--- config.mk ---
export PLATFORM = sky130hd
export DESIGN_NAME = calc1
export DESIGN_NICKNAME = d
export VERILOG_FILES = /design/src/rtl/calc1_pkg.sv /design/src/rtl/calc1_alu.sv /design/src/rtl/calc1.sv
export SDC_FILE = /design/constraint.sdc
export NUM_CORES = 1
export LEC_CHECK = 0
export BUFFER_PORTS_ARGS = -buffer_cell sky130_fd_sc_hd__buf_2
export CORE_MARGIN = 2
export CORE_UTILIZATION = 45
export DETAILED_ROUTE_END_ITERATION = 8
export GPL_ROUTABILITY_DRIVEN = 0
export HOLD_SLACK_MARGIN = 0.03
export PLACE_DENSITY_LB_ADDON = 0.08
export SYNTH_ARGS = -nofsm -noshare
export SYNTH_HDL_FRONTEND = slang
export SYNTH_SLANG_ARGS = --single-unit
--- constraint.sdc ---
create_clock -name c_clk -period 6.4 [get_ports c_clk]
set_input_delay 0.32 -clock c_clk [delete_from_list [all_inputs] [get_ports c_clk]]
set_output_delay 0.32 -clock c_clk [all_outputs]
set_load 0.01 [all_outputs]
--- src/rtl/calc1_pkg.sv ---
// Shared types and constants for the calc1 four-port calculator.
package calc1_pkg;

    localparam int NUM_PORTS = 4;
    localparam int DATA_W    = 32;

    typedef enum logic [3:0] {
        NOP = 4'd0,
        ADD = 4'd1,
        SUB = 4'd2,
        SHL = 4'd5,
        SHR = 4'd6
    } cmd_t;

    typedef logic [1:0] resp_t;
    localparam resp_t RESP_NONE = 2'b00;
    localparam resp_t RESP_OK   = 2'b01;
    localparam resp_t RESP_ERR  = 2'b10;
    localparam resp_t RESP_RSVD = 2'b11;

    typedef enum logic [1:0] {
        IDLE = 2'd0,
        OP2  = 2'd1,
        PEND = 2'd2
    } port_state_t;

endpackage

--- src/rtl/calc1_alu.sv ---
// Combinational unsigned ALU shared by all calc1 ports.
module calc1_alu
    import calc1_pkg::*;
(
    input  logic [3:0]        cmd,
    input  logic [DATA_W-1:0] op1,
    input  logic [DATA_W-1:0] op2,
    output resp_t             resp,
    output logic [DATA_W-1:0] data
);

    logic [DATA_W:0] sum_s;
    logic [4:0]      amt_s;

    assign sum_s = {1'b0, op1} + {1'b0, op2};
    assign amt_s = op2[4:0];

    // Result and status; any error forces data to zero.
    always_comb begin
        resp = RESP_ERR;
        data = '0;
        case (cmd)
            ADD: begin
                if (sum_s[DATA_W]) begin
                    resp = RESP_ERR;
                    data = '0;
                end else begin
                    resp = RESP_OK;
                    data = sum_s[DATA_W-1:0];
                end
            end
            SUB: begin
                if (op1 < op2) begin
                    resp = RESP_ERR;
                    data = '0;
                end else begin
                    resp = RESP_OK;
                    data = op1 - op2;
                end
            end
            SHL: begin
                resp = RESP_OK;
                data = op1 << amt_s;
            end
            SHR: begin
                resp = RESP_OK;
                data = op1 >> amt_s;
            end
            default: begin
                resp = RESP_ERR;
                data = '0;
            end
        endcase
    end

endmodule

--- src/rtl/calc1.sv ---
// calc1 top: four port FSMs, fixed-priority arbiter (port 1 highest), shared ALU, response registers.
module calc1
    import calc1_pkg::*;
(
    input  logic        c_clk,
    input  logic        reset,
    input  logic [0:3]  req1_cmd_in,
    input  logic [0:31] req1_data_in,
    input  logic [0:3]  req2_cmd_in,
    input  logic [0:31] req2_data_in,
    input  logic [0:3]  req3_cmd_in,
    input  logic [0:31] req3_data_in,
    input  logic [0:3]  req4_cmd_in,
    input  logic [0:31] req4_data_in,
    output logic [0:1]  out_resp1,
    output logic [0:31] out_data1,
    output logic [0:1]  out_resp2,
    output logic [0:31] out_data2,
    output logic [0:1]  out_resp3,
    output logic [0:31] out_data3,
    output logic [0:1]  out_resp4,
    output logic [0:31] out_data4
);

    logic [3:0]           cmd_in_s    [NUM_PORTS];
    logic [DATA_W-1:0]    data_in_s   [NUM_PORTS];
    port_state_t          state_r     [NUM_PORTS];
    port_state_t          state_nxt_s [NUM_PORTS];
    logic [3:0]           cmd_r       [NUM_PORTS];
    logic [DATA_W-1:0]    op1_r       [NUM_PORTS];
    logic [DATA_W-1:0]    op2_r       [NUM_PORTS];
    resp_t                resp_r      [NUM_PORTS];
    logic [DATA_W-1:0]    data_r      [NUM_PORTS];
    logic [NUM_PORTS-1:0] grant_s;
    logic [1:0]           sel_s;
    logic                 found_s;
    resp_t                alu_resp_s;
    logic [DATA_W-1:0]    alu_data_s;

    assign cmd_in_s[0]  = req1_cmd_in;
    assign cmd_in_s[1]  = req2_cmd_in;
    assign cmd_in_s[2]  = req3_cmd_in;
    assign cmd_in_s[3]  = req4_cmd_in;
    assign data_in_s[0] = req1_data_in;
    assign data_in_s[1] = req2_data_in;
    assign data_in_s[2] = req3_data_in;
    assign data_in_s[3] = req4_data_in;

    // Per-port next state: IDLE -> OP2 -> PEND -> IDLE on grant.
    always_comb begin
        for (int i = 0; i < NUM_PORTS; i++) begin
            state_nxt_s[i] = state_r[i];
            case (state_r[i])
                IDLE: begin
                    if (cmd_in_s[i] != 4'd0) begin
                        state_nxt_s[i] = OP2;
                    end else begin
                        state_nxt_s[i] = IDLE;
                    end
                end
                OP2:  state_nxt_s[i] = PEND;
                PEND: begin
                    if (grant_s[i]) begin
                        state_nxt_s[i] = IDLE;
                    end else begin
                        state_nxt_s[i] = PEND;
                    end
                end
                default: state_nxt_s[i] = IDLE;
            endcase
        end
    end

    // Fixed-priority arbiter: lowest-numbered pending port wins.
    always_comb begin
        grant_s = '0;
        sel_s   = 2'd0;
        found_s = 1'b0;
        for (int i = 0; i < NUM_PORTS; i++) begin
            if (!found_s && state_r[i] == PEND) begin
                grant_s[i] = 1'b1;
                sel_s      = 2'(i);
                found_s    = 1'b1;
            end else begin
                grant_s[i] = 1'b0;
            end
        end
    end

    // State register; reset discards any in-flight command.
    always_ff @(posedge c_clk or negedge reset) begin
        if (!reset) begin
            for (int i = 0; i < NUM_PORTS; i++) begin
                state_r[i] <= IDLE;
            end
        end else begin
            for (int i = 0; i < NUM_PORTS; i++) begin
                state_r[i] <= state_nxt_s[i];
            end
        end
    end

    // Operand capture: cmd/op1 in IDLE, op2 unconditionally in OP2.
    always_ff @(posedge c_clk or negedge reset) begin
        if (!reset) begin
            for (int i = 0; i < NUM_PORTS; i++) begin
                cmd_r[i] <= 4'd0;
                op1_r[i] <= '0;
                op2_r[i] <= '0;
            end
        end else begin
            for (int i = 0; i < NUM_PORTS; i++) begin
                if (state_r[i] == IDLE && cmd_in_s[i] != 4'd0) begin
                    cmd_r[i] <= cmd_in_s[i];
                    op1_r[i] <= data_in_s[i];
                end else begin
                    cmd_r[i] <= cmd_r[i];
                    op1_r[i] <= op1_r[i];
                end
                if (state_r[i] == OP2) begin
                    op2_r[i] <= data_in_s[i];
                end else begin
                    op2_r[i] <= op2_r[i];
                end
            end
        end
    end

    calc1_alu u_alu (
        .cmd  (cmd_r[sel_s]),
        .op1  (op1_r[sel_s]),
        .op2  (op2_r[sel_s]),
        .resp (alu_resp_s),
        .data (alu_data_s)
    );

    // Response registers: hold a result for exactly the cycle after its grant.
    always_ff @(posedge c_clk or negedge reset) begin
        if (!reset) begin
            for (int i = 0; i < NUM_PORTS; i++) begin
                resp_r[i] <= RESP_NONE;
                data_r[i] <= '0;
            end
        end else begin
            for (int i = 0; i < NUM_PORTS; i++) begin
                if (grant_s[i]) begin
                    resp_r[i] <= alu_resp_s;
                    data_r[i] <= alu_data_s;
                end else begin
                    resp_r[i] <= RESP_NONE;
                    data_r[i] <= '0;
                end
            end
        end
    end

    assign out_resp1 = resp_r[0];
    assign out_resp2 = resp_r[1];
    assign out_resp3 = resp_r[2];
    assign out_resp4 = resp_r[3];
    assign out_data1 = data_r[0];
    assign out_data2 = data_r[1];
    assign out_data3 = data_r[2];
    assign out_data4 = data_r[3];

endmodule

==> summary.md <==
| Metric | Value |
|---|---|
| Outcome | complete, no violations |
| Initial cell density of the core | 45.64% |
| Cell variety after synth | 103 |
| Hpwl dp | 74260 um |
| Final Hold Violating Endpoints | 0 |
| Slew Limit Fails | 0 |
| Slew @ Worst Pin | 1193 ps |
| Max Clock Skew | 29.97 ps |
| NumNets Final | 3336 |
| Post-synth ARST share | 100.0% |
| Dominant combinational cell family by area after synthesis | compound AO/OA/AOI/OAI gates |
| Top library cells by usage in the layout, fill and taps aside | nand2_1 (541), dfrtp_1 (416), buf_2 (280), nor2_1 (167), a21oi_1 (157) |
| Type of the setup path with the least slack | register to register |
| Area of the die | between 50000 and 60000 um^2 |
| Cell chain of the critical path | and2b_2 > buf_4 > o21ai_0 > a32o_2 > buf_4 > inv_2 > fa_1 > nor2b_1 > o311a_1 > o31a_1 > a31oi_1 > o31a_1 > o21ai_1 > buf_4 > o221a_1 > o22ai_1 > and2_1 |
| GRT Overall Usage | 35.35% |
| Final period util | 96.73% |
| Postcts setup bufs | 0 |
| Share of synthesized area occupied by flip-flops and latches | 42.30% |
| Synthesis Warnings | 0 |
| Source-to-sink clock delay at the later pin of the worst-skew pair | 610 ps |
| Primary flip-flop cell chosen by synthesis mapping | dfrtp_1 |
| Register clock-pin slew on the reported worst setup and hold paths | around 60 ps |
| Maximum Capacitance Violations | 0 |
| Unrepaired setup endpoints after global routing | false |
| First-pass GRT wire length | between 100000 and 150000 um |
| Max-slew headroom at the worst pin | between 10% and 20% |
| DR vias/cell | 6.193 |
| Total I/O pin count | 282 |
| Antenna fix cells | 0 |
| Crit path setup slack, layout | about 210 ps |
| Synthesis-stage register bit count | 416 |
| Max Freq | roughly 160 MHz |
| Setup violations, final | 0 |
| Number of sinks driven by the clock tree | 416 |
| Post-route minimum period | 6191 ps |
| Total congestion overflow | 0 |
| Maximum number of pins on one net before global-route repair | 157 |
| Post-detailed-routing wire length | 101500 um |
| Xor-xnor portion of the synthesized cell area | about 1.3% |
| Area after DPL | 27110 um^2 |
| Post-synthesis simple-gate area fraction | approximately 19% |
| Element type at the critical path end | register |
| Worst Hold Class | primary input to async pin |
| Mapped cell area | 24610 um^2 |
| Vias in the first global route | approximately 23000 |
| Die width | 237.8 um |
| Slowest stage cell, crit path | o22ai_1 |
| Compound-cell area share of the yosys netlist | 18.58% |
| Final routed wire length divided by cell count | 26.34 um |
| Quantity of I/O buffers inserted on ports | 281 |
| Site row count | 85 |
| Instance count of the mapped netlist | 2704 |
| Startpoint type of the worst setup path | register |
| Most common cell on crit path | buf_4 |
| Bufs and invs on worst path | 4 |
| DR pass1 iterations | 7 |
| Number of nets in the synthesized netlist | approximately 3000 |
| Peak fanout along the critical path | 25 |
| Post-route cell area | ~30000 um^2 |
| Number of enable flip-flop cells after synthesis | 0 |
| Synth Area in Adders | 3.468% |
| Signal arrival time at the worst endpoint | 6740 ps |
| Growth of design area from synthesis to finish | 22.38% |
| Kind of cell adding the most delay to the critical path | compound AO/OA/AOI/OAI gates |
| Biggest cell delay along the critical path | 560 ps |
| Detailed router's first-iteration violation count | between 2000 and 3000 |
| Final-layout setup total negative slack | 0 ps |
| Antenna violations before repair | 0 |
| Number of nets still failing antenna checks after routing | 0 |
| Post-Place Setup Slack | about 540 ps |
| Die height | 237.8 um |
| Depth of the CTS H-tree | 2 |
| Root buf cell | clkbuf_16 |
| Post-synthesis average cell area | 9.100 um^2 |
| Max Root-Sink Buffers | 3 |
| DRC violations left | 0 |
| Share of layout cells above drive strength 1 | ~22% |
| Clock tree from TritonCTS | built |
| CTS Buf Count | 46 |
| Vias | 23860 |
| Most common library cell in the layout ignoring fill and taps | nand2_1 |
| Fraction of synthesized area in multiplexers | 10.74% |
| Area of the core | 53920 um^2 |
| Worst Path Required | 6950 ps |
==> logic make-up (layout without fill, tap and decap cells) <==
family / after synthesis / after routing
adder cells (fa/ha/maj): 67 / 67
multiplexers: 244 / 244
AND/OR/NAND/NOR: 1014 / 1014
buffers and inverters: 272 / 724
XOR/XNOR: 36 / 36
AO/OA/AOI/OAI: 655 / 655
flip-flops: 416 / 416
==> synth_stat cells (19+ instances only) <==
library cell,count,area share [%]
dfrtp_1,416,42
a211oi_1,31,0.95
ha_1,65,3.3
inv_1,73,1.1
and2_1,70,1.8
nor3_1,41,0.83
o21ai_0,90,1.8
clkbuf_1,86,1.3
mux2i_1,111,4.5
mux2_2,130,5.9
a31oi_1,33,0.84
xnor2_1,32,1.1
nor2_1,169,2.6
buf_4,22,0.67
a32oi_1,23,0.82
a21oi_1,157,3.2
nand2_1,542,8.3
nand3_1,63,1.3
o31ai_1,34,1.0
o211ai_1,19,0.58
a221oi_1,39,1.4
buf_2,75,1.5
o22ai_1,32,0.81
==> per-stage QoR <==
step | utilization, % | hold WS (ps) | instances
after floorplan | - | 24.41 | 2704
after global placement | 50.27 | 368.3 | 3626
after detailed placement | 50.27 | 365.8 | 3626
after CTS | 55.85 | 333.9 | 3852
after global routing | 55.85 | 372.6 | 3852
final | 55.85 | 291.3 | 3852
==> state kept, by name, summed over array words and instances, names as in the netlist <==
| name | cells |
|---|---|
| op2_r | 128 |
| cmd_r | 16 |
| out_data4 | 32 |
| out_resp4 | 2 |
| out_resp2 | 2 |
| state_r | 8 |
| out_data2 | 32 |
| out_resp3 | 2 |
| out_data1 | 32 |
| out_resp1 | 2 |
| out_data3 | 32 |
| op1_r | 128 |
==> layer usage <==
| layer | vias up | global-route usage [%] | part of all wire, % |
|---|---|---|---|
| met3 | 343 | 7.335 | 9.5 |
| met2 | 1493 | 53.91 | 44 |
| met5 | - | 0 | 0 |
| li1 | 10450 | - | - |
| met4 | 0 | 24.83 | 8.4 |
| met1 | 11570 | 45.02 | 38 |
==> final timing paths <==
check,startpoint,to,slack (ps),cells after the start
setup / recovery,state_r[7],out_data3[8],210,17
hold / removal,reset,op1_r[102],290,2
setup reg to reg,state_r[7],out_data3[8],210,17
hold reg to reg,op1_r[61],op1_r[61],470,2
max in group asynchronous,reset,op2_r[6],4760,3
min in group c_clk,req3_data_in[6],op1_r[57],450,4
==> what timing repair did <==
action	in CTS	in global routing
gates resized for setup	0	0
hold endpoints to repair	345	0
hold buffers	145	0
==> worst reg2reg max path: cells and delay by family (launching register included) <==
family	cells	cell delay (ps)
AND/OR/NAND/NOR	3	860
buffers and inverters	4	1040
flip-flops	1	430
AO/OA/AOI/OAI	9	3370
adder cells (fa/ha/maj)	1	440
==> final cells by class <==
cell class / instances / area, um^2
timing repair buffer: 564 / 3954
clock buffer: 65 / 1374
fill: 4831 / 23810
sequential: 416 / 10410
tap: 696 / 870.8
inverter: 79 / 296.5
multi-input combinational: 2016 / 13030
clock inverter: 16 / 182.7
Power is left out: the tool's default activity adds up to more than one toggle a clock period on the data nets, which glitch-free logic cannot reach.
